==> config.mk <==
export PLATFORM = sky130hd
export DESIGN_NAME = victim_cache_fa_flat
export DESIGN_NICKNAME = d
export VERILOG_FILES = /design/src/rtl/victim_cache_fa_pkg.sv /design/src/rtl/victim_cache_fa_if.sv /design/src/rtl/vc_match_enc.sv /design/src/rtl/victim_cache_fa.sv /design/src/flat_wrapper.sv
export SDC_FILE = /design/constraint.sdc
export NUM_CORES = 2
export LEC_CHECK = 0
export CORE_MARGIN = 5
export CORE_UTILIZATION = 36
export DETAILED_ROUTE_END_ITERATION = 10
export SLEW_MARGIN = 10
export SYNTH_ARGS = -nofsm -noshare
export SYNTH_HDL_FRONTEND = slang
export SYNTH_HIERARCHICAL = 1
export SYNTH_SLANG_ARGS = --single-unit
==> constraint.sdc <==
create_clock -name clk -period 19.2 [get_ports clk]
set_clock_uncertainty 0.1 [all_clocks]
set_input_delay 3.84 -clock clk [delete_from_list [all_inputs] [get_ports clk]]
set_output_delay 3.84 -clock clk [all_outputs]
set_load 0.1 [all_outputs]
==> src/rtl/victim_cache_fa_pkg.sv <==
// Shared types for the victim cache: FSM states, line type and line geometry.
package vc_pkg;

  localparam int VC_LINE_BYTES = 16;
  localparam int OFFSET_BITS   = $clog2(VC_LINE_BYTES);

  typedef logic [VC_LINE_BYTES*8-1:0] line_t;

  typedef enum logic [2:0] {
    S_IDLE       = 3'd0,
    S_PROBE_RESP = 3'd1,
    S_EVICT_ACK  = 3'd2,
    S_WB_REQ     = 3'd3,
    S_WB_WAIT    = 3'd4
  } state_t;

endpackage

==> src/rtl/victim_cache_fa_if.sv <==
// L1-facing probe/evict channels plus the memory write-back channel of the victim cache.
interface victim_cache_fa_if
  import vc_pkg::*;
#(
  parameter int ADDR_WIDTH = 32,
  parameter int TAG_WIDTH  = 28
);

  // Handshakes: a request (probe_valid / evict_valid / wb_req_valid) is held high until
  // its one-cycle response strobe (probe_ready / evict_ack / wb_ack) and dropped the
  // cycle after; the cache accepts L1 requests only while vc_ready is high.
  logic                  vc_ready;
  logic                  vc_probe_valid;
  logic [TAG_WIDTH-1:0]  vc_probe_tag;
  logic                  vc_probe_ready;
  logic                  vc_probe_hit;
  logic                  vc_probe_dirty;
  line_t                 vc_probe_line;
  logic                  vc_evict_valid;
  logic [TAG_WIDTH-1:0]  vc_evict_tag;
  line_t                 vc_evict_line;
  logic                  vc_evict_dirty;
  logic                  vc_evict_ack;
  logic                  wb_req_valid;
  logic [ADDR_WIDTH-1:0] wb_req_addr;
  line_t                 wb_req_wdata;
  logic                  wb_ack;

  modport slave (
    output vc_ready, vc_probe_ready, vc_probe_hit, vc_probe_dirty, vc_probe_line,
    output vc_evict_ack, wb_req_valid, wb_req_addr, wb_req_wdata,
    input  vc_probe_valid, vc_probe_tag, vc_evict_valid, vc_evict_tag,
    input  vc_evict_line, vc_evict_dirty, wb_ack
  );

  modport master (
    input  vc_ready, vc_probe_ready, vc_probe_hit, vc_probe_dirty, vc_probe_line,
    input  vc_evict_ack, wb_req_valid, wb_req_addr, wb_req_wdata,
    output vc_probe_valid, vc_probe_tag, vc_evict_valid, vc_evict_tag,
    output vc_evict_line, vc_evict_dirty, wb_ack
  );

endinterface

==> src/rtl/vc_match_enc.sv <==
// Parallel tag compare over all entries: hit + index, and lowest-index free entry.
module vc_match_enc #(
  parameter int ENTRIES   = 4,
  parameter int TAG_WIDTH = 28,
  parameter int IDX_W     = 2
) (
  input  logic [ENTRIES-1:0]                i_valid,
  input  logic [ENTRIES-1:0][TAG_WIDTH-1:0] i_tags,
  input  logic [TAG_WIDTH-1:0]              i_cmp_tag,
  output logic                              o_hit,
  output logic [IDX_W-1:0]                  o_hit_idx,
  output logic                              o_free_any,
  output logic [IDX_W-1:0]                  o_free_idx
);

  // Scanning downward lets the lowest matching/free index win.
  always_comb begin
    o_hit      = 1'b0;
    o_hit_idx  = '0;
    o_free_any = 1'b0;
    o_free_idx = '0;
    for (int i = ENTRIES - 1; i >= 0; i--) begin
      if (i_valid[i] && (i_tags[i] == i_cmp_tag)) begin
        o_hit     = 1'b1;
        o_hit_idx = IDX_W'(i);
      end
      if (!i_valid[i]) begin
        o_free_any = 1'b1;
        o_free_idx = IDX_W'(i);
      end
    end
  end

endmodule

==> src/rtl/victim_cache_fa.sv <==
// Fully-associative victim cache behind a direct-mapped L1, exclusive with L1.
// Optional saturating statistics counters when VC_STATS_EN is defined.
module victim_cache_fa
  import vc_pkg::*;
#(
  parameter int ENTRIES    = 4,
  parameter int ADDR_WIDTH = 32,
  parameter int LINE_BYTES = VC_LINE_BYTES,
  parameter int TAG_WIDTH  = 28
) (
  input  logic              clk,
  input  logic              rst,
  victim_cache_fa_if.slave  bus,
  output state_t            o_dbg_state
`ifdef VC_STATS_EN
  ,
  output logic [31:0]       stat_hits,
  output logic [31:0]       stat_misses,
  output logic [31:0]       stat_wbs
`endif
);

  localparam int IDX_W = (ENTRIES > 1) ? $clog2(ENTRIES) : 1;

  if ((ADDR_WIDTH != TAG_WIDTH + OFFSET_BITS) || (LINE_BYTES != VC_LINE_BYTES) ||
      (ENTRIES < 2) || ((ENTRIES & (ENTRIES - 1)) != 0)) begin : g_param_check
    $error("victim_cache_fa: inconsistent ENTRIES/ADDR_WIDTH/LINE_BYTES/TAG_WIDTH");
  end

  state_t                            r_state;
  state_t                            w_next_state;
  logic                              r_ready;
  logic [ENTRIES-1:0]                r_valid;
  logic [ENTRIES-1:0]                r_dirty;
  logic [ENTRIES-1:0][TAG_WIDTH-1:0] r_tags;
  line_t                             r_data [ENTRIES];
  logic [IDX_W-1:0]                  r_rr_ptr;
  logic [IDX_W-1:0]                  r_slot;
  logic [TAG_WIDTH-1:0]              r_tag;
  line_t                             r_line;
  logic                              r_new_dirty;
  logic                              r_wb_done;
  logic [ADDR_WIDTH-1:0]             r_wb_addr;
  line_t                             r_wb_data;

  logic [TAG_WIDTH-1:0] w_cmp_tag;
  logic                 w_hit;
  logic [IDX_W-1:0]     w_hit_idx;
  logic                 w_free_any;
  logic [IDX_W-1:0]     w_free_idx;
  logic                 w_accept_probe;
  logic                 w_accept_evict;
  logic [IDX_W-1:0]     w_evict_slot;
  logic                 w_use_rr;
  logic                 w_need_wb;
  logic                 w_new_dirty;
  logic                 w_probe_ready;
  logic                 w_evict_ack;
  logic                 w_wb_valid;
  logic                 w_wb_fire;

  // The probe compare runs in PROBE_RESP on the registered tag; everywhere else the
  // encoder looks at the incoming evict tag so slot choice is ready at acceptance.
  assign w_cmp_tag = (r_state == S_PROBE_RESP) ? r_tag : bus.vc_evict_tag;

  vc_match_enc #(
    .ENTRIES   (ENTRIES),
    .TAG_WIDTH (TAG_WIDTH),
    .IDX_W     (IDX_W)
  ) u_match (
    .i_valid    (r_valid),
    .i_tags     (r_tags),
    .i_cmp_tag  (w_cmp_tag),
    .o_hit      (w_hit),
    .o_hit_idx  (w_hit_idx),
    .o_free_any (w_free_any),
    .o_free_idx (w_free_idx)
  );

  assign w_accept_probe = r_ready && (r_state == S_IDLE) && bus.vc_probe_valid;
  assign w_accept_evict = r_ready && (r_state == S_IDLE) && !bus.vc_probe_valid &&
                          bus.vc_evict_valid;

  always_comb begin
    w_evict_slot = r_rr_ptr;
    w_use_rr     = 1'b0;
    w_need_wb    = 1'b0;
    w_new_dirty  = bus.vc_evict_dirty;
    if (w_hit) begin
      w_evict_slot = w_hit_idx;
      w_new_dirty  = r_dirty[w_hit_idx] | bus.vc_evict_dirty;
    end else if (w_free_any) begin
      w_evict_slot = w_free_idx;
    end else begin
      w_use_rr  = 1'b1;
      w_need_wb = r_valid[r_rr_ptr] & r_dirty[r_rr_ptr];
    end
  end

  always_ff @(posedge clk or posedge rst) begin
    if (rst) begin
      r_state <= S_IDLE;
      r_ready <= 1'b0;
    end else begin
      r_state <= w_next_state;
      r_ready <= (w_next_state == S_IDLE);
    end
  end

  always_comb begin
    w_next_state  = r_state;
    w_probe_ready = 1'b0;
    w_evict_ack   = 1'b0;
    w_wb_valid    = 1'b0;
    case (r_state)
      S_IDLE: begin
        if (w_accept_probe)      w_next_state = S_PROBE_RESP;
        else if (w_accept_evict) w_next_state = w_need_wb ? S_WB_REQ : S_EVICT_ACK;
      end
      S_PROBE_RESP: begin
        w_probe_ready = 1'b1;
        w_next_state  = S_IDLE;
      end
      S_EVICT_ACK: begin
        w_evict_ack  = 1'b1;
        w_next_state = S_IDLE;
      end
      S_WB_REQ: begin
        w_wb_valid   = 1'b1;
        w_next_state = S_WB_WAIT;
      end
      S_WB_WAIT: begin
        // An ack taken in WB_REQ is remembered so the request drops right away.
        w_wb_valid = !r_wb_done;
        if (r_wb_done || bus.wb_ack) w_next_state = S_EVICT_ACK;
      end
      default: w_next_state = S_IDLE;
    endcase
  end

  assign w_wb_fire = w_wb_valid & bus.wb_ack;

  always_ff @(posedge clk or posedge rst) begin
    if (rst) begin
      r_valid     <= '0;
      r_dirty     <= '0;
      r_rr_ptr    <= '0;
      r_slot      <= '0;
      r_tag       <= '0;
      r_line      <= '0;
      r_new_dirty <= 1'b0;
      r_wb_done   <= 1'b0;
      r_wb_addr   <= '0;
      r_wb_data   <= '0;
    end else begin
      if (w_accept_probe) r_tag <= bus.vc_probe_tag;
      if (w_accept_evict) begin
        r_tag       <= bus.vc_evict_tag;
        r_line      <= bus.vc_evict_line;
        r_slot      <= w_evict_slot;
        r_new_dirty <= w_new_dirty;
        if (w_use_rr) r_rr_ptr <= r_rr_ptr + 1'b1;
        if (w_need_wb) begin
          r_wb_addr <= {r_tags[r_rr_ptr], {OFFSET_BITS{1'b0}}};
          r_wb_data <= r_data[r_rr_ptr];
        end
      end
      if (r_state == S_WB_REQ)       r_wb_done <= bus.wb_ack;
      else if (r_state != S_WB_WAIT) r_wb_done <= 1'b0;
      // Exclusive with L1: a hit line moves back to L1 and leaves this cache.
      if ((r_state == S_PROBE_RESP) && w_hit) begin
        r_valid[w_hit_idx] <= 1'b0;
        r_dirty[w_hit_idx] <= 1'b0;
      end
      if (r_state == S_EVICT_ACK) begin
        r_valid[r_slot] <= 1'b1;
        r_dirty[r_slot] <= r_new_dirty;
      end
    end
  end

  always_ff @(posedge clk) begin
    if (r_state == S_EVICT_ACK) begin
      r_tags[r_slot] <= r_tag;
      r_data[r_slot] <= r_line;
    end
  end

  assign bus.vc_ready       = r_ready;
  assign bus.vc_probe_ready = w_probe_ready;
  assign bus.vc_probe_hit   = w_probe_ready & w_hit;
  assign bus.vc_probe_dirty = w_probe_ready & w_hit & r_dirty[w_hit_idx];
  assign bus.vc_probe_line  = (w_probe_ready && w_hit) ? r_data[w_hit_idx] : '0;
  assign bus.vc_evict_ack   = w_evict_ack;
  assign bus.wb_req_valid   = w_wb_valid;
  assign bus.wb_req_addr    = r_wb_addr;
  assign bus.wb_req_wdata   = r_wb_data;
  assign o_dbg_state        = r_state;

`ifdef VC_STATS_EN
  always_ff @(posedge clk or posedge rst) begin
    if (rst) begin
      stat_hits   <= '0;
      stat_misses <= '0;
      stat_wbs    <= '0;
    end else begin
      if (w_probe_ready && w_hit && (stat_hits != '1))    stat_hits   <= stat_hits + 1'b1;
      if (w_probe_ready && !w_hit && (stat_misses != '1)) stat_misses <= stat_misses + 1'b1;
      if (w_wb_fire && (stat_wbs != '1))                  stat_wbs    <= stat_wbs + 1'b1;
    end
  end
`else
  logic w_unused_fire;
  assign w_unused_fire = w_wb_fire;
`endif

endmodule

==> src/flat_wrapper.sv <==
// flat-port wrapper written by rule: the top's interface ports become plain ports
module victim_cache_fa_flat import vc_pkg::*;
#(
  parameter int ENTRIES    = 4,
  parameter int ADDR_WIDTH = 32,
  parameter int LINE_BYTES = VC_LINE_BYTES,
  parameter int TAG_WIDTH  = 28
)
  (clk, rst, o_dbg_state, bus_vc_ready, bus_vc_probe_ready, bus_vc_probe_hit, bus_vc_probe_dirty, bus_vc_probe_line, bus_vc_evict_ack, bus_wb_req_valid, bus_wb_req_addr, bus_wb_req_wdata, bus_vc_probe_valid, bus_vc_probe_tag, bus_vc_evict_valid, bus_vc_evict_tag, bus_vc_evict_line, bus_vc_evict_dirty, bus_wb_ack);
  victim_cache_fa_if #(.ADDR_WIDTH(ADDR_WIDTH), .TAG_WIDTH(TAG_WIDTH)) bus_i ();
  input  logic clk;
  input  logic rst;
  output state_t o_dbg_state;
  output wire logic [$bits(bus_i.vc_ready)-1:0] bus_vc_ready;
  output wire logic [$bits(bus_i.vc_probe_ready)-1:0] bus_vc_probe_ready;
  output wire logic [$bits(bus_i.vc_probe_hit)-1:0] bus_vc_probe_hit;
  output wire logic [$bits(bus_i.vc_probe_dirty)-1:0] bus_vc_probe_dirty;
  output wire logic [$bits(bus_i.vc_probe_line)-1:0] bus_vc_probe_line;
  output wire logic [$bits(bus_i.vc_evict_ack)-1:0] bus_vc_evict_ack;
  output wire logic [$bits(bus_i.wb_req_valid)-1:0] bus_wb_req_valid;
  output wire logic [$bits(bus_i.wb_req_addr)-1:0] bus_wb_req_addr;
  output wire logic [$bits(bus_i.wb_req_wdata)-1:0] bus_wb_req_wdata;
  input wire logic [$bits(bus_i.vc_probe_valid)-1:0] bus_vc_probe_valid;
  input wire logic [$bits(bus_i.vc_probe_tag)-1:0] bus_vc_probe_tag;
  input wire logic [$bits(bus_i.vc_evict_valid)-1:0] bus_vc_evict_valid;
  input wire logic [$bits(bus_i.vc_evict_tag)-1:0] bus_vc_evict_tag;
  input wire logic [$bits(bus_i.vc_evict_line)-1:0] bus_vc_evict_line;
  input wire logic [$bits(bus_i.vc_evict_dirty)-1:0] bus_vc_evict_dirty;
  input wire logic [$bits(bus_i.wb_ack)-1:0] bus_wb_ack;
  assign bus_vc_ready = bus_i.vc_ready;
  assign bus_vc_probe_ready = bus_i.vc_probe_ready;
  assign bus_vc_probe_hit = bus_i.vc_probe_hit;
  assign bus_vc_probe_dirty = bus_i.vc_probe_dirty;
  assign bus_vc_probe_line = bus_i.vc_probe_line;
  assign bus_vc_evict_ack = bus_i.vc_evict_ack;
  assign bus_wb_req_valid = bus_i.wb_req_valid;
  assign bus_wb_req_addr = bus_i.wb_req_addr;
  assign bus_wb_req_wdata = bus_i.wb_req_wdata;
  assign bus_i.vc_probe_valid = bus_vc_probe_valid;
  assign bus_i.vc_probe_tag = bus_vc_probe_tag;
  assign bus_i.vc_evict_valid = bus_vc_evict_valid;
  assign bus_i.vc_evict_tag = bus_vc_evict_tag;
  assign bus_i.vc_evict_line = bus_vc_evict_line;
  assign bus_i.vc_evict_dirty = bus_vc_evict_dirty;
  assign bus_i.wb_ack = bus_wb_ack;
  victim_cache_fa #(.ENTRIES(ENTRIES), .ADDR_WIDTH(ADDR_WIDTH), .LINE_BYTES(LINE_BYTES), .TAG_WIDTH(TAG_WIDTH)) u_core (.clk(clk), .rst(rst), .bus(bus_i), .o_dbg_state(o_dbg_state));
endmodule
After elaboration in Yosys (flattened, before gate mapping)

Memory sizes are Yosys's and may differ from the RTL's. A register that Yosys moved wholly into a read port is not among the register bits.
Index checks and enable logic that the tools add are counted.

Bits in writable memories: 512
Bits of input ports: 190
Memories kept: 1
Latch bits: 0
Memory bits (read-only): 0
Register bits after elaboration: 314

Reductions and logical operators: 21
Mux-type cells: 58
$mul: 0
Bitwise operators: 8
Equality and inequality tests: 9
Shift operators: 0
Magnitude comparators: 5
Div/mod/pow operators: 0
$add $sub $neg: 1

Memory list:

| memory        | words | width | read ports | clocked after memory_dff | write ports | line                  | source |
|---|---|---|---|---|---|---|---|
| u_core.r_data | 4     | 128   | 2          | 1                        | 1           | victim_cache_fa.sv:36 | `line_t r_data [ENTRIES];` |

Operators with widths:

| cell               | number |
|---|---|
| $mux 28            | 5 |
| $mux 128           | 1 |
| $bwmux 112         | 1 |
| $eq 28x28->1       | 4 |
| $bmux 28 s2        | 1 |
| $demux 28 s2       | 1 |
| $mux 1             | 24 |
| $mux 2             | 10 |
| $mux 4             | 4 |
| $logic_and 1x1->1  | 12 |
| $lt 2x3->1 const B | 3 |
| $mux 3             | 3 |
| $pmux 3 s3         | 1 |
| $and 4x4->4        | 2 |
| $bmux 1 s2         | 3 |
| $eq 3x2->1 const B | 2 |
| $logic_not 3->1    | 2 |
| $bwmux 4           | 1 |
| $demux 1 s2        | 2 |
| $ge 2x1->1 const B | 2 |
| $not 4->4          | 1 |
| $or 4x4->4         | 1 |
| $reduce_and 2->1   | 2 |
| $reduce_bool 2->1  | 2 |
| 9 further kinds    | 12 |

Logic depth before layout (Yosys ltp)

Depth after elaboration: 17
Mapped depth: 16
Gate-level depth less buffers: 12

Modules after synthesis

The synthesis kept the hierarchy.

Modules (own cells, without submodules):

| module          | seq. area each (um^2) | area an instance (um^2) | times used | cells an instance |
|---|---|---|---|---|
| victim_cache_fa | 26995.9               | 39266.4                 | 1          | 1963 |
| vc_match_enc    | 0.0                   | 1392.6                  | 1          | 175 |

Least setup slack after synthesis

No wires, ideal clock.

Path type: reg-to-reg
Start: register u_core.r_state[1] (netlist: u_core/o_dbg_state[1])
End: register u_core.r_dirty[0]
Path slack: 2963 ps
Setup time: 618 ps
Cell stages (with the launch flop): 4
Buffers on the path: 0
Arrival time: 15519 ps
Data required time: 18482 ps
Cells stage by stage: dfrtp_1 nor3b_1 nor3b_1 o21ai_0

Longest elaborated chain between the ends: 17
Elaborated cells between the ends (all ways): 30
Classes of those cells: order compare (2); eq/ne (6); mux (14); bitwise (2); reduce/logical (6)

RTL lines:

| item                                                                  | line                                          | source |
|---|---|---|
| start: declaration                                                    | victim_cache_fa.sv:30                         | `state_t r_state;` |
| start signal: assignment                                              | victim_cache_fa.sv:105                        | `r_state <= w_next_state;` |
| $eq 3x1->1                                                            | victim_cache_fa.sv:64, victim_cache_fa.sv:171 |  |
| $mux 28                                                               | victim_cache_fa.sv:64                         | `assign w_cmp_tag = (r_state == S_PROBE_RESP) ? r_tag : bus.vc_evict_tag;` |
| $eq 28x28->1                                                          | vc_match_enc.sv:23                            | `if (i_valid[i] && (i_tags[i] == i_cmp_tag)) begin` |
| $logic_and 1x1->1                                                     | vc_match_enc.sv:23                            |  |
| $mux 2 (4 in series)                                                  | vc_match_enc.sv:23                            |  |
| $lt 2x3->1 (implied by the code) / $ge 2x1->1 (equally long branches) | victim_cache_fa.sv:173                        | `r_dirty[w_hit_idx] <= 1'b0;` |
| $logic_and 1x1->1 (implied by the code)                               | victim_cache_fa.sv:173                        |  |
| $mux 1 (implied by the code)                                          | victim_cache_fa.sv:173                        |  |
| $demux 1 s2                                                           | --                                            |  |
| $not 4->4 (no source line)                                            | --                                            |  |
| $and 4x4->4 (no source line)                                          | --                                            |  |
| $mux 4                                                                | victim_cache_fa.sv:171                        | `if ((r_state == S_PROBE_RESP) && w_hit) begin` |
| $bwmux 4                                                              | victim_cache_fa.sv:177                        | `r_dirty[r_slot] <= r_new_dirty;` |
| $mux 4 *                                                              | victim_cache_fa.sv:175                        | `if (r_state == S_EVICT_ACK) begin` |
| end signal: indexed assignment                                        | victim_cache_fa.sv:177                        |  |
| end: declaration                                                      | victim_cache_fa.sv:34                         | `logic [ENTRIES-1:0] r_dirty;` |

Mark *: on every way between the ends. The rest lies on a longest branch, timed or not.
A chain may end at the register's enable or synchronous reset.

Worst setup path after layout

Start: input port bus_vc_evict_tag[0]
End: output port bus_vc_probe_line[72]

Longest elaborated chain between the ends: 9
Elaborated cells between the ends (all ways): 20
Classes of those cells: eq/ne (4); mux (10); reduce/logical (5); memory (1)

RTL lines:

| item                    | line                   | source |
|---|---|---|
| start: declaration      | flat_wrapper.sv:26     | `input wire logic [$bits(bus_i.vc_evict_tag)-1:0] bus_vc_evict_tag;` |
| $mux 28 *               | victim_cache_fa.sv:64  |  |
| via u_core.w_cmp_tag[0] | victim_cache_fa.sv:46  | `logic [TAG_WIDTH-1:0] w_cmp_tag;` |
| $eq 28x28->1            | vc_match_enc.sv:23     |  |
| $logic_and 1x1->1       | vc_match_enc.sv:23     |  |
| $mux 1 (3 in series)    | vc_match_enc.sv:23     |  |
| $mux 1 *                | vc_match_enc.sv:23     |  |
| via u_core.w_hit        | victim_cache_fa.sv:47  | `logic w_hit;` |
| $logic_and 1x1->1 *     | victim_cache_fa.sv:193 | `assign bus.vc_probe_line = (w_probe_ready && w_hit) ? r_data[w_hit_idx] : '0;` |
| $mux 128 *              | victim_cache_fa.sv:193 |  |
| end: declaration        | flat_wrapper.sv:18     | `output wire logic [$bits(bus_i.vc_probe_line)-1:0] bus_vc_probe_line;` |

Mark *: on every way through the listed nets, which the timed path passes. The rest lies on a longest branch.

==> flow_summary.json <==
{
  "status": "complete, no violations",
  "first_pass_iters": 5,
  "startpoint": "bus_vc_evict_tag[0]",
  "grt_start_max_net_pins": 133,
  "ir_drop_uv": 77.5,
  "seqCellArea_um2": 27000,
  "drc": 0,
  "arrival_ns": 10.02,
  "vias": 21800,
  "core_um2": 112000,
  "grt_pass1_wl_mm": 164,
  "io_pins": 487,
  "fillers": 9649,
  "antenna_found_initial": 23,
  "dieArea_um2": 120000,
  "ff2ff_path_depth": 12,
  "finalSetupViolCount": 0,
  "worstMarginPinSlew_ns": 1.27,
  "rr_endpoint": "u_core/r_new_dirty",
  "fmax_ghz": 0.0716,
  "fin_cells": 4231,
  "r2r_setup_slack_ns": 13.34,
  "dp_worst_setup_slack_ns": 5.23,
  "leakagePower_nw": 17.8,
  "die_x_um": 346,
  "placedCellCount": 4013,
  "synthArstFlopShare_pct": 34.6,
  "slew_headroom_pct": 15.6,
  "grt_pass1_vias": 23800,
  "period_share_pct": 72.7,
  "critical-path-top-delay-family": "simple AND/OR/NAND/NOR gates",
  "worst_hold_startpoint": "u_core/bus.wb_req_wdata[22]",
  "drv_slew": 0,
  "synth_top_cell_area_share_pct": 46.1,
  "syn_avg_cell_area_um2": 19.0,
  "cpPeakStageDelay_ns": 1.14,
  "rows": 123,
  "end_kind": "output pin",
  "power.density_nw_per_um2": 130,
  "h-tree-depth": 3,
  "netlist_instances": 2138,
  "drive_gt1_share_pct": 30.0,
  "slowest_stage": "clkdlybuf4s50_1",
  "post_cts_resized": 0,
  "synth_edf_count": 624,
  "cp-start-kind": "input pin",
  "drt-total-wl_mm": 111,
  "ys_top_cells_by_area": "edfxtp_1, dfrtp_1, mux4_2, mux2_2, and2_1",
  "cts_buffers": 105,
  "crit_fanout": 77,
  "cts_sinks": 954,
  "yosys.area.top_type": "edfxtp_1",
  "yosysSeqAreaShare_pct": 66.4,
  "ant_nets": 0,
  "critPathKind": "in2out",
  "ys.flop_type": "edfxtp_1",
  "setup_tns_ns": 0,
  "r2r_start": "u_core/o_dbg_state[0]",
  "gr-total-overflow": 0,
  "cp.buffers_inverters": 4,
  "hold_violations": 0,
  "fin_crit_ns": 13.96,
  "crit_chain": "clkdlybuf4s50_1 -> mux2_2 -> xnor2_1 -> nand4_1 -> or4_1 -> nor4_2 -> nand4b_1 -> or4bb_1 -> inv_4 -> buf_4 -> and2_1 -> clkdlybuf4s50_1",
  "cts_tree": "built",
  "die_y_um": 346,
  "setup_ws_ns": 5.24,
  "whs_endpoint": "u_core/bus.wb_req_wdata[22]",
  "place_hpwl_mm": 69.8,
  "critPathRequiredTime_ns": 15.26,
  "synthToLayoutAreaGrowth_pct": 25.1,
  "clock_latency_ns": 0.68,
  "final_nets": 2810,
  "drv_cap": 0,
  "cts_root_buf": "clkbuf_16",
  "cts_hold_buf": 0,
  "synth.distinct_cells": 48,
  "worst_hold_path_type": "reg2reg",
  "grt_use_total_pct": 18.2,
  "critPathMostFrequentCell": "clkdlybuf4s50_1",
  "post_cts_buffers": 0,
  "ys_ff_latch": 954,
  "cts_buffer_depth": 3,
  "vias_per_cell": 5.16,
  "drt_iter0_markers": 1449,
  "initial_core_util_pct": 36.2,
  "wl_per_cell_um": 26.2,
  "io_buffers": 482,
  "grt_setup_unrepaired": "no",
  "fin_util_pct": 45.3,
  "place.gp.congestion": 0.789,
  "multi_input_area_um2": 13100,
  "yosysWarnings": 6,
  "clkTransAtPathRegs_ns": 0.06,
  "syn_area_um2": 40700,
  "whs_path_depth": 1
}
-- area by class of cell --
type                       count  area share (%)
sequential                   954            53.1
timing repair buffer         511            10.0
clock buffer                 147            6.03
tap                         1500            3.69
multi-input combinational   1046            25.7
inverter                       2          0.0344
antenna                       18          0.0885
clock inverter                53            1.33
-- stage by stage --
step	cell area, µm²	total power, W	hold WS, ns
CTS	50800	0.00669	0.397
global placement	47100	0.00447	0.370
finish	50900	0.00660	0.396
global route	50900	0.00688	0.416
floorplan	40700	0.00407	0.371
detailed placement	47100	0.00453	0.383
-- worst max path at each step --
stage / slack (ns) / cells past startpoint / end
2_1_floorplan: 2.96 / 3 / u_core/r_dirty[0]
3_3_place_gp: 5.38 / 12 / bus_vc_probe_line[67]
3_5_place_dp: 5.23 / 12 / bus_vc_probe_line[74]
4_1_cts: 5.21 / 12 / bus_vc_probe_line[74]
6_report: 5.24 / 12 / bus_vc_probe_line[72]
5_1_grt: 4.86 / 12 / bus_vc_probe_line[72]
-- sequential cells by signal (all words and copies together), names as in the netlist --
name,count
u_core/r_rr_ptr,2
u_core/bus.wb_req_wdata,128
u_core/bus.vc_ready,1
u_core/r_tags,112
u_core/r_valid,4
u_core/r_new_dirty,1
u_core/r_slot,2
u_core/r_wb_done,1
u_core/r_tag,28
u_core/o_dbg_state,3
u_core/r_line,128
u_core/r_dirty,4
u_core/bus.wb_req_addr,28
u_core/r_data,512
-- layout by cell type (no fill, tap or decap), types with 18 or more instances in the layout --
cell type / count
xor2_1: 21
and2_1: 128
mux2_2: 305
dfrtp_1: 328
xnor2_1: 91
edfxtp_1: 624
a21oi_1: 34
nor2_1: 34
nand4_1: 23
clkdlybuf4s50_1: 481
mux4_2: 286
mux2i_1: 30
nand2_1: 24
clkbuf_16: 107
diode_2: 18
clkbuf_8: 24
buf_4: 25
-- Yosys cell counts (23+ instances only) --
library cell and number:
nand2_1 25, mux4_2 286, and2_1 128, a21oi_1 35, dfrtp_1 330, nand4_1 23
buf_1 27, mux2_2 305, nor2_1 34, edfxtp_1 624, xnor2_1 91, clkbuf_1 72
mux2i_1 30
-- routing by layer --
metal	track usage (%)	vias up	share of wire [%]	routed length, µm
met2	30.8	613	50	55900
met1	23.6	11600	41	45300
met3	4.13	148	6.1	6730
met5	0	-	0.080	89
met4	5.50	12	2.5	2760
li1	-	9427	-	-
-- power by group --
group          switching, W  total [W]  internal (W)
combinational      0.000784    0.00140      0.000620
sequential         0.000318    0.00306       0.00274
clock              0.000830    0.00213       0.00130
total               0.00193    0.00660       0.00467
-- logic make-up after synthesis --
group	after synthesis	share of synthesized area, %
AOI/OAI and AO/OA	53	0.748
xor gates and xnor gates	114	2.49
buffers and inverters	141	1.58
DFF	954	66.4
muxes	628	25.2
other	1	0.00922
and+or+nand+nor	247	3.56
Power figures use the tool's default switching activity.
==> edit 1, RTL diff (config.mk and constraints unchanged) <==
Put one more register stage on the output `o_dbg_state`. The value now appears one clock later. The other outputs are not delayed to match.
--- a/src/rtl/victim_cache_fa.sv
+++ b/src/rtl/victim_cache_fa.sv
@@ -195,7 +195,9 @@
   assign bus.wb_req_valid   = w_wb_valid;
   assign bus.wb_req_addr    = r_wb_addr;
   assign bus.wb_req_wdata   = r_wb_data;
-  assign o_dbg_state        = r_state;
+  always_ff @(posedge clk) begin
+    o_dbg_state <= r_state;
+  end
 
 `ifdef VC_STATS_EN
   always_ff @(posedge clk or posedge rst) begin
Check against the original RTL: not equivalent (Yosys sat finds a counterexample within 4 cycles, from zero or initial values and one cycle with rst high).
==> edit 1 against the original RTL <==
- final cell count hardly changed
- cell area is 0.24% lower
- first-iteration DRC count is 4.5% lower
- routed wire length is 1.4% higher
- sequential cell count is 3 higher
- worst setup slack better by 0.27 ns
- global-route usage is 0.28 points higher
- area after synthesis is 0.14% higher
- count of clock-buffer cells in the layout is 8 higher
Power is not compared: it rests on default switching activity, and its combinational part moved more than twofold at a synthesized area within 25%.
==> edit 1: results (changes against the original RTL) <==
stage	metric	value	unit	change
outcome	status	complete, no violations		unchanged
placed_design	gp_congestion	0.857		was 0.789
hold_path	hold_path_end	u_core/bus.wb_req_wdata[28]		was u_core/bus.wb_req_wdata[22]
global_routing	antenna_found_initial	14		was 23
yosys	ys_async_sr_fraction	0.345		was 0.346
placed_design	dp_cells	4019		was 4013
yosys	yosys-top-cells-area	edfxtp_1 46%, dfrtp_1 20%, mux4_2 16%		unchanged
global_routing	grt_usage	0.185		was 0.182
placed_design	dp_hpwl	67100	um	was 69800 um
global_routing	grt_pass1_wl	166000	um	was 164000 um
setup_path	crit_arrival	9.75	ns	was 10.02 ns
clock_tree	cts_resized	0		unchanged
routing	drt_iter0_drc	1384		was 1449
yosys	synth_edf_count	624		unchanged
layout	layout.nets	2817		was 2810
layout	final_cells	4227		was 4231
placed_design	place_area	47200	sq um	was 47100 sq um
yosys	avgSynthCellArea	19.0	sq um	about the same
routing	vias	21900		was 21800
routing	wl_per_cell	26.6	um	was 26.2 um
setup_path	ff2ff_path_depth	12		unchanged
layout	drive_gt1_frac	0.295		was 0.300
global_routing	grt_pass1_vias	24500		was 23800
setup_path	r2r-start	u_core/r_state[0]		was u_core/o_dbg_state[0]
timing	relSlewSlack	0.171		was 0.156
layout	multi_input_area	13100	sq um	about the same
yosys	seq_area_frac_synth	0.665		was 0.664
global_routing	grt_max_degree	135		was 133
clock_tree	cts_buffers	106		was 105
layout	fill_cells	9656		was 9649
setup_path	rrSetupSlack	13.49	ns	was 13.34 ns
yosys	synth_cell_types	46		was 48
yosys	synth_common_cells	624 x edfxtp_1, 330 x dfrtp_1, 307 x mux2_2		was 624 x edfxtp_1, 330 x dfrtp_1, 305 x mux2_2
setup_path	rr_endpoint	u_core/bus.wb_req_wdata[114]		was u_core/r_new_dirty
setup_path	critPathMaxStageDelay	1.22	ns	was 1.14 ns
timing	whs	0.391	ns	was 0.396 ns
placed_design	dp_slack	5.43	ns	was 5.23 ns
setup_path	critPathMaxFanout	74		was 77
[edit 1: cell families (layout without fill, tap and decap cells)]
family | after synthesis | count (layout) | share of synthesized area
XOR/XNOR | 114 | 114 | 0.0249
AND/OR/NAND/NOR | 249 | 249 | 0.0354
other | 1 | 12 | 0.0000921
AO/OA/AOI/OAI | 50 | 50 | 0.00701
buffers and inverters | 143 | 716 | 0.0159
flip-flops | 957 | 957 | 0.665
multiplexers | 629 | 629 | 0.252
[edit 1: layer usage]
layer	vias to the layer above	global-route usage	share of wire
met1	11700	0.226	0.40
met5	-	0	0.00054
met3	174	0.0560	0.070
li1	9434	-	-
met2	633	0.318	0.51
met4	8	0.0540	0.028
[edit 1: power by group through the flow]
stage	Clock [W]	Combinational, W	Sequential, W
global route	0.00218	0.00307	0.00338
CTS	0.00210	0.00299	0.00332
global placement	0	0.00296	0.00330
detailed placement	0	0.00298	0.00335
finish	0.00204	0.00295	0.00331
floorplan	0	0.00105	0.00442
[edit 1: area by class of cell]
cell class / count / share of cell area
Multi-Input combinational cell: 1046 / 0.258
Clock buffer: 155 / 0.0606
Clock inverter: 45 / 0.00915
Inverter: 3 / 0.000468
Timing Repair Buffer: 513 / 0.101
Antenna cell: 8 / 0.000394
Tap cell: 1500 / 0.0370
Sequential cell: 957 / 0.533
[edit 1: how the worst max path moves through the flow]
stage               slack (ns)               endpoint                 start
floorplan                 3.53      u_core/r_dirty[0]     u_core/r_state[0]
global placement          5.41  bus_vc_probe_line[17]   bus_vc_evict_tag[4]
detailed placement        5.43  bus_vc_probe_line[17]   bus_vc_evict_tag[4]
CTS                       5.43  bus_vc_probe_line[17]   bus_vc_evict_tag[4]
global route              5.19  bus_vc_probe_line[17]   bus_vc_evict_tag[5]
finish                    5.51  bus_vc_probe_line[36]  bus_vc_evict_tag[27]
==> edit 2, RTL diff (same settings) <==
Made on the original files. `ENTRIES` is set to 4 in 3 places; all go to 8.
--- a/src/rtl/vc_match_enc.sv
+++ b/src/rtl/vc_match_enc.sv
@@ -1,6 +1,6 @@
 // Parallel tag compare over all entries: hit + index, and lowest-index free entry.
 module vc_match_enc #(
-  parameter int ENTRIES   = 4,
+  parameter int ENTRIES   = 8,
   parameter int TAG_WIDTH = 28,
   parameter int IDX_W     = 2
 ) (
--- a/src/rtl/victim_cache_fa.sv
+++ b/src/rtl/victim_cache_fa.sv
@@ -3,7 +3,7 @@
 module victim_cache_fa
   import vc_pkg::*;
 #(
-  parameter int ENTRIES    = 4,
+  parameter int ENTRIES    = 8,
   parameter int ADDR_WIDTH = 32,
   parameter int LINE_BYTES = VC_LINE_BYTES,
   parameter int TAG_WIDTH  = 28
--- a/src/flat_wrapper.sv
+++ b/src/flat_wrapper.sv
@@ -1,7 +1,7 @@
 // flat-port wrapper written by rule: the top's interface ports become plain ports
 module victim_cache_fa_flat import vc_pkg::*;
 #(
-  parameter int ENTRIES    = 4,
+  parameter int ENTRIES    = 8,
   parameter int ADDR_WIDTH = 32,
   parameter int LINE_BYTES = VC_LINE_BYTES,
   parameter int TAG_WIDTH  = 28
Behaviour: same outputs for any inputs over 4 cycles, from zero or initial values and one cycle with rst high; that may be too few to reach the edited logic, so the function may still have changed.
==> edit 2 against the original RTL <==
- count of clock-buffer cells in the layout up 107
- die area up 73%
- non-clock buffer count up 37
- worst setup slack worse by 0.89 ns
- synthesized cell count up 84%
- cell area up 66%
- total power up 41%
- sequential power up 57%
- sequential cell count up 634
- critical path type unchanged
- area after synthesis up 76%
- routed wire length up 83%
- critical path depth up 3
==> edit 2: results (changes against the original RTL) <==
stage	metric	value	unit	change
outcome	status	complete, no violations		unchanged
hold_path	hp-start	u_core/bus.wb_req_wdata[13]		was u_core/bus.wb_req_wdata[22]
placed_design	dp_hpwl	119000	um	was 69800 um
pwr	sw_frac_of_total	0.275		was 0.293
timing	worstMarginPinSlew	1.24	ns	was 1.27 ns
yosys	synth_cell_types	57		was 48
global_routing	grt_usage	0.192		was 0.182
placed_design	gp_congestion	0.895		was 0.789
clock_tree	cts_buffers	175		was 105
yosys	yosys-top-cells-area	edfxtp_1 53%, mux4_2 18%, dfrtp_1 12%		was edfxtp_1 46%, dfrtp_1 20%, mux4_2 16%
global_routing	grt_pass1_vias	41500		was 23800
clock_tree	clk_latency	0.82	ns	was 0.68 ns
setup_path	critPathLaunch	bus_vc_evict_tag[15]		was bus_vc_evict_tag[0]
layout	layout.nets	4583		was 2810
routing	drtPass1Iterations	6		was 5
yosys	synth_common_cells	1248 x edfxtp_1, 570 x mux4_2, 423 x nand2_1		was 624 x edfxtp_1, 330 x dfrtp_1, 305 x mux2_2
setup_path	critPathMaxFanout	98		was 77
routing	routed_wl	202000	um	was 111000 um
global_routing	antenna_found_initial	9		was 23
global_routing	grt_pass1_wl	290000	um	was 164000 um
yosys	synth_edf_count	1248		was 624
routing	drt_iter0_drc	3064		was 1449
placed_design	dp_slack	4.45	ns	was 5.23 ns
setup_path	ff2ff_path_depth	14		was 12
yosys	ys_async_sr_fraction	0.214		was 0.346
pwr	leakage	28.1	nW	was 17.8 nW
clock_tree	htree_levels	4		was 3
layout	drive_gt1_frac	0.276		was 0.300
-- edit 2: changes by cell type after synthesis, sizes merged, moves of 64 or more --
cell	delta
xor2	+67
nor2	+107
nand2	+398
mux4	+284
and2	-126
edfxtp	+624
clkbuf	+64
buf	+66
mux2i	+105
-- edit 2: worst paths after layout --
| kind | endpoint | slack [ns] |
|---|---|---|
| max in group asynchronous | u_core/r_rr_ptr[1] | 13.35 |
| worst min-delay path | u_core/bus.wb_req_wdata[13] | 0.41 |
| worst max-delay path | bus_vc_probe_line[18] | 4.35 |
| min in group asynchronous | u_core/r_line[78] | 3.43 |
| worst min register to register | u_core/bus.wb_req_wdata[13] | 0.41 |
| worst max register to register | u_core/bus.wb_req_wdata[15] | 12.39 |
-- edit 2: final cells by class --
cell class                 instances  area, sq um
clock inverter                    76          821
antenna                            5         12.5
inverter                          44          195
multi-input combinational       2035        23900
sequential                      1588        46000
fill                           17300       113000
timing repair buffer             548         5410
tap                             2640         3300
clock buffer                     254         4900
-- edit 2: kinds of logic after synthesis --
group / synth area share
other: 0.0000525
muxes: 0.257
xor gates and xnor gates: 0.0275
DFF: 0.644
adders and majority gates: 0.000175
AOI/OAI and AO/OA: 0.00820
and+or+nand+nor: 0.0403
buffers and inverters: 0.0222
-- edit 2: metal layers --
metal / up-vias / share of wire / global-route usage
met5: - / 0.000064 / 0
met4: 2 / 0.029 / 0.0590
met3: 281 / 0.059 / 0.0363
met2: 1336 / 0.51 / 0.331
met1: 20800 / 0.40 / 0.248
li1: 16500 / - / -
-- edit 2: power groups by stage --
stage          clock (W)  sequential, W  combinational (W)
2_1_floorplan          0        0.00477           0.000748
3_5_place_dp           0        0.00487            0.00115
4_1_cts          0.00340        0.00480            0.00116
6_report         0.00332        0.00480            0.00115
3_3_place_gp           0        0.00484            0.00115
5_1_grt          0.00355        0.00486            0.00124
-- edit 2: critical path, cell delays in order --
cell and delay, ns:
clkdlybuf4s50_1 0.43, mux2_2 0.39, xor2_2 0.21, nor4_1 0.66, nand4_1 0.18, or4_4 0.58
o21ai_1 0.18, a21boi_1 0.13, o22ai_4 0.72, buf_12 0.46, buf_4 0.65, mux4_2 0.58
mux2i_1 0.29, nor2_1 0.09, clkdlybuf4s50_1 1.01
-- edit 2: stage by stage --
step	std cells	area, sq um	hold slack (ns)
2_1_floorplan	3936	71400	0.371
3_3_place_gp	6855	78800	0.385
3_5_place_dp	6855	78800	0.396
4_1_cts	7185	84500	0.406
5_1_grt	7190	84500	0.424
6_report	7190	84500	0.406
